[src/rtl/pdma_wconv_fifo.sv]
// Width-down-converting synchronous FIFO: wide words in, RWIDTH sub-words out,
// with almost-full/almost-empty flags, over/underflow pulses and synchronous flush.
module pdma_wconv_fifo #(
  parameter  int unsigned RWIDTH    = 8,
  parameter  int unsigned RATIO     = 2,
  parameter  int unsigned WDEPTH    = 100,
  parameter  int unsigned AFVAL     = 99,
  parameter  int unsigned AEVAL     = 4,
  parameter  bit          LSB_FIRST = 1'b1,
  localparam int unsigned WWIDTH    = RATIO * RWIDTH,
  localparam int unsigned WCW       = $clog2(WDEPTH + 1),
  localparam int unsigned RCW       = $clog2(WDEPTH * RATIO + 1)
) (
  input  logic              CLK,
  input  logic              RESET,
  input  logic              WE,
  input  logic [WWIDTH-1:0] DATA,
  input  logic              RE,
  input  logic              FLUSH,
  output logic [RWIDTH-1:0] Q,
  output logic              DVLD,
  output logic              WACK,
  output logic              FULL,
  output logic              EMPTY,
  output logic              AFULL,
  output logic              AEMPTY,
  output logic              OVERFLOW,
  output logic              UNDERFLOW,
  output logic [WCW-1:0]    WRCNT,
  output logic [RCW-1:0]    RDCNT
);

  localparam int unsigned PW = $clog2(WDEPTH);
  localparam int unsigned SW = (RATIO > 1) ? $clog2(RATIO) : 1;

  logic [WWIDTH-1:0] mem_q [WDEPTH];

  logic [PW-1:0]     wptr_q, wptr_d, rptr_q, rptr_d;
  logic [SW-1:0]     sidx_q, sidx_d;
  logic [WCW-1:0]    wcnt_q, wcnt_d;
  logic [RCW-1:0]    rcnt_q, rcnt_d;
  logic [RWIDTH-1:0] q_q, q_d;
  logic              dvld_q, dvld_d, wack_q, wack_d, ovf_q, ovf_d, udf_q, udf_d;
  logic              full_q, full_d, empty_q, empty_d, afull_q, afull_d, aempty_q, aempty_d;

  logic              wr_acc, rd_acc, last_sub;
  logic [SW-1:0]     sel;
  logic [WWIDTH-1:0] rword;
  logic [RWIDTH-1:0] rsub;

  // Acceptance looks only at registered flags; flush blocks both sides.
  assign wr_acc   = WE & ~full_q & ~FLUSH;
  assign rd_acc   = RE & ~empty_q & ~FLUSH;
  assign last_sub = (sidx_q == SW'(RATIO - 1));

  // Sub-word selection in the configured order.
  always_comb begin
    rword = mem_q[rptr_q];
    sel   = LSB_FIRST ? sidx_q : (SW'(RATIO - 1) - sidx_q);
    rsub  = '0;
    for (int unsigned i = 0; i < RATIO; i++) begin
      if (sel == SW'(i)) rsub = rword[i*RWIDTH +: RWIDTH];
    end
  end

  always_comb begin
    wptr_d = wptr_q;
    rptr_d = rptr_q;
    sidx_d = sidx_q;
    wcnt_d = wcnt_q;
    rcnt_d = rcnt_q;
    q_d    = q_q;
    dvld_d = 1'b0;
    wack_d = 1'b0;
    ovf_d  = 1'b0;
    udf_d  = 1'b0;
    if (FLUSH) begin
      wptr_d = '0;
      rptr_d = '0;
      sidx_d = '0;
      wcnt_d = '0;
      rcnt_d = '0;
    end else begin
      wack_d = wr_acc;
      dvld_d = rd_acc;
      ovf_d  = WE & full_q;
      udf_d  = RE & empty_q;
      if (wr_acc) wptr_d = (wptr_q == PW'(WDEPTH - 1)) ? '0 : wptr_q + PW'(1);
      if (rd_acc) begin
        q_d = rsub;
        if (last_sub) begin
          sidx_d = '0;
          rptr_d = (rptr_q == PW'(WDEPTH - 1)) ? '0 : rptr_q + PW'(1);
        end else begin
          sidx_d = sidx_q + SW'(1);
        end
      end
      // A slot is freed only once its last sub-word has been read.
      wcnt_d = wcnt_q + WCW'(wr_acc) - WCW'(rd_acc & last_sub);
      rcnt_d = rcnt_q + (wr_acc ? RCW'(RATIO) : RCW'(0)) - RCW'(rd_acc);
    end
    full_d   = (wcnt_d == WCW'(WDEPTH));
    empty_d  = (rcnt_d == '0);
    afull_d  = (wcnt_d >= WCW'(AFVAL));
    aempty_d = (rcnt_d <= RCW'(AEVAL));
  end

  always_ff @(posedge CLK or negedge RESET) begin
    if (!RESET) begin
      wptr_q   <= '0;
      rptr_q   <= '0;
      sidx_q   <= '0;
      wcnt_q   <= '0;
      rcnt_q   <= '0;
      q_q      <= '0;
      dvld_q   <= 1'b0;
      wack_q   <= 1'b0;
      ovf_q    <= 1'b0;
      udf_q    <= 1'b0;
      full_q   <= 1'b0;
      empty_q  <= 1'b1;
      afull_q  <= 1'b0;
      aempty_q <= 1'b1;
    end else begin
      wptr_q   <= wptr_d;
      rptr_q   <= rptr_d;
      sidx_q   <= sidx_d;
      wcnt_q   <= wcnt_d;
      rcnt_q   <= rcnt_d;
      q_q      <= q_d;
      dvld_q   <= dvld_d;
      wack_q   <= wack_d;
      ovf_q    <= ovf_d;
      udf_q    <= udf_d;
      full_q   <= full_d;
      empty_q  <= empty_d;
      afull_q  <= afull_d;
      aempty_q <= aempty_d;
    end
  end

  // Storage has no reset; contents are meaningless until written.
  always_ff @(posedge CLK) begin
    if (wr_acc) mem_q[wptr_q] <= DATA;
  end

  assign Q         = q_q;
  assign DVLD      = dvld_q;
  assign WACK      = wack_q;
  assign FULL      = full_q;
  assign EMPTY     = empty_q;
  assign AFULL     = afull_q;
  assign AEMPTY    = aempty_q;
  assign OVERFLOW  = ovf_q;
  assign UNDERFLOW = udf_q;
  assign WRCNT     = wcnt_q;
  assign RDCNT     = rcnt_q;

endmodule

[config.mk]
export PLATFORM = sky130hd
export DESIGN_NAME = pdma_wconv_fifo
export DESIGN_NICKNAME = d
export VERILOG_FILES = /design/src/rtl/pdma_wconv_fifo.sv
export SDC_FILE = /design/constraint.sdc
export NUM_CORES = 2
export LEC_CHECK = 0
export CAP_MARGIN = 20
export CELL_PAD_IN_SITES_DETAIL_PLACEMENT = 1
export CELL_PAD_IN_SITES_GLOBAL_PLACEMENT = 1
export CORE_ASPECT_RATIO = 0.5
export CORE_MARGIN = 3
export CORE_UTILIZATION = 30
export CTS_CLUSTER_SIZE = 24
export DETAILED_ROUTE_END_ITERATION = 7
export GPL_TIMING_DRIVEN = 1
export PLACE_DENSITY = 0.45
export SETUP_SLACK_MARGIN = 0.2
export SLEW_MARGIN = 10
export SYNTH_ARGS = -nofsm -noshare
export SYNTH_HDL_FRONTEND = slang
export SYNTH_SLANG_ARGS = --single-unit
[constraint.sdc]
create_clock -name CLK -period 4 [get_ports CLK]
set_input_delay 0.8 -clock CLK [delete_from_list [all_inputs] [get_ports CLK]]
set_output_delay 0.8 -clock CLK [all_outputs]
set_load 0.01 [all_outputs]
==> metrics <==
Final WS setup approximately 0.35 ns; CP Class reg2reg; setup TNS 0 ns; layout cells sized above 1 0.286; Slew headroom 0.196; async set or reset register ratio after synthesis 0.0279; Finished Layout Cells approximately 6400; P_int 28.9 mW; antenna viol nets, final 0; R2R Path Start rptr_q[1]; EDFF count, synth 1600; mean post-synth cell area 21.1 µm²; root buf cell clkbuf_16; crit path DAT 4.33 ns; largest area contributor in the netlist edfxtp_1; clock tree buffer depth 4; Routability Congestion 0.812; fill count around 20000; crit-path max FO 15; cell depth of the worst flop-to-flop path 9; crit path launch type flip-flop; Total GRT Usage 0.185; Area contributors post-synth edfxtp_1, mux4_2, mux2i_1; Worst IR Drop VDD 0.000325 V; Num CTS Buffers 170; critical hold path startpoint DATA[5]; Slew Viols, Final 0; CP required 4.68 ns; Yosys top cell area share 0.751; Pwr Density 495 mW/mm²; Gate power share 0.089; most instantiated cells after synthesis edfxtp_1, mux4_2, nor2_1; Synth warnings 0; hold path endpoint mem_q[96][5]; Synth Cell Area 0.0640 mm²; critical path launch point rptr_q[1]; Initial Util 0.303; Die Wd 659 µm; IO Port Bufs 51; Routed WL per cell approximately 32 µm; FMAX around 0.27 GHz; GRT overflow 0; CTS clock-pin slew for the worst setup and hold paths 0.06 ns; core region area 0.211 mm²; Clk Latency, worst-skew pair 0.82 ns; # setup viols final 0; layout net count ~3500; Hold Fails Final Rpt 0; hold path depth 1; Reg power frac 0.511; clock sink total 1646; register area share after synthesis 0.769; post-route DRC violation count 0; Placement Setup Slack -0.570 ns; vias in the first global route around 34000; Period minus WS final 3.65 ns; Lkg Pwr 23.1 nW; synthesized flop and latch total 1646; Starting DRT DRC Count about 3500; syn nets 3065; R2R setup slack 0.35 ns; RR Endpoint Q[5]; TritonRoute pass-1 iters 5; hpwl dp 132 mm; Clock power frac 0.401; Core Rows 119; register area around 0.049 mm²; Mapped Cells 3025; skew final roughly 0.044 ns; first-pass GRT wire length 284 mm; fin crit share 0.912; number of top-level pins 52; CTS tree yes; Power, Total 37.5 mW; die area 0.219 mm²; largest net degree at the start of global routing 90; sw frac 0.229; ys flop type edfxtp_1; min-delay worst type in2reg; multi-input logic area 0.0138 mm²; Max-cap violations 0; Worst Tran Pin Value about 1.2 ns; die height 332 µm; Post-Route WL 204 mm; initial antenna violation count 14; Psw 8.61 mW; Vias between 30000 and 40000; Area growth, synth to finish 18.5%; top-count cell post-synth edfxtp_1; RSZ-0062 raised after global routing no; CTS H-tree lvls 4; Crit. End Element flip-flop; Yosys cell types 68; placed cells 6086; status finished clean; drt via density 5.12
[routing by layer]
metal | routed length (µm) | share of wire | vias to the layer above | GRT usage
li1 | - | - | 13400 | -
met1 | 95900 | 0.47 | 18200 | 0.276
met2 | 93800 | 0.46 | 924 | 0.291
met3 | 11500 | 0.056 | 208 | 0.0272
met4 | 3150 | 0.015 | 0 | 0.0322
met5 | 0 | 0 | - | 0
[cells by family after synthesis]
| group | Yosys count | synth area share |
|---|---|---|
| fa+ha+maj | 19 | 0.00395 |
| flops | 1646 | 0.769 |
| compound gates | 271 | 0.0285 |
| xor+xnor | 11 | 0.00151 |
| mux | 502 | 0.153 |
| simple gates | 387 | 0.0274 |
| buf+inv | 189 | 0.0162 |
[layout by cell type, fill, tap and decap left out, drive strengths merged, types with 6 or more instances in the layout]
cell / netlist / layout
a21oi: 46 / 46
clkdlybuf4s50: 0 / 34
mux2i: 112 / 112
nand4: 9 / 9
edfxtp: 1600 / 1600
bufinv: 0 / 6
nor3: 32 / 32
xnor2: 8 / 8
buf: 92 / 347
dfrtp: 44 / 44
nand2: 84 / 84
nor2: 164 / 164
and2: 6 / 6
o21ai: 52 / 52
mux2: 10 / 10
o22ai: 40 / 40
a221oi: 19 / 19
clkinv: 3 / 60
clkbuf: 65 / 223
nand2b: 9 / 9
o21a: 6 / 6
mux4: 380 / 380
a22oi: 25 / 25
nand3: 24 / 24
o221ai: 8 / 8
ha: 17 / 17
nor4: 13 / 13
a31oi: 6 / 6
a211oi: 14 / 14
nor2b: 18 / 18
a211o: 6 / 6
and3: 9 / 9
inv: 29 / 32
[power by group through the flow]
stage | Clock, mW | Sequential (mW) | Combinational [mW]
floorplan | 0 | 19.5 | 1.86
global placement | 0 | 19.6 | 3.31
detailed placement | 0 | 19.6 | 3.34
CTS | 15.5 | 19.2 | 3.40
global route | 16.2 | 19.2 | 3.59
finish | 15.0 | 19.2 | 3.32
[area by class of cell]
class                   instances  area share
well taps                    2843      0.0469
multi-input cells            1190       0.183
clock buffers                 223      0.0601
flip-flops and latches       1646       0.649
clock inverters                68     0.00647
repair buffers                382      0.0530
diodes                          5    0.000165
inverters                      32     0.00158
[flip-flops by register name (all words and copies together), names as in the netlist, 7 cells and up]
| signal | flops |
|---|---|
| mem_q | 1600 |
| Q | 8 |
| RDCNT | 8 |
| WRCNT | 7 |
| rptr_q | 7 |
| wptr_q | 7 |
[metrics by stage]
stage                      util  hold slack (ns)  cell area [µm²]
after floorplan               -            0.495            64000
after global placement    0.334            0.532            70600
after detailed placement  0.334            0.534            70600
after CTS                 0.358            0.411            75700
after global routing      0.359            0.388            75800
final                     0.359            0.418            75800
[how the worst max path moves through the flow]
stage	endpoint	cells past startpoint
4_1_cts	AFULL	14
3_5_place_dp	AFULL	14
3_3_place_gp	AFULL	14
5_1_grt	Q[5]	9
6_report	Q[5]	9
2_1_floorplan	AFULL	16
[critical path, stage by stage (launching register included)]
cell       delay, ns
dfrtp_4         0.83
clkinv_1        0.52
buf_4           0.36
mux2_2          0.34
a211oi_1        0.48
a311oi_1        0.18
a2111oi_0       0.44
buf_4           0.21
a211o_1         0.10
o21ai_1         0.06
[what timing repair did]
item                                   4_1_cts  5_1_grt
setup endpoints to repair                    1        4
buffers inserted                             3        0
endpoints found under the hold margin       12        0
hold buffers                                 1        0
gates resized for setup                      0        2
Note: power is estimated with default switching activity, not from simulation.
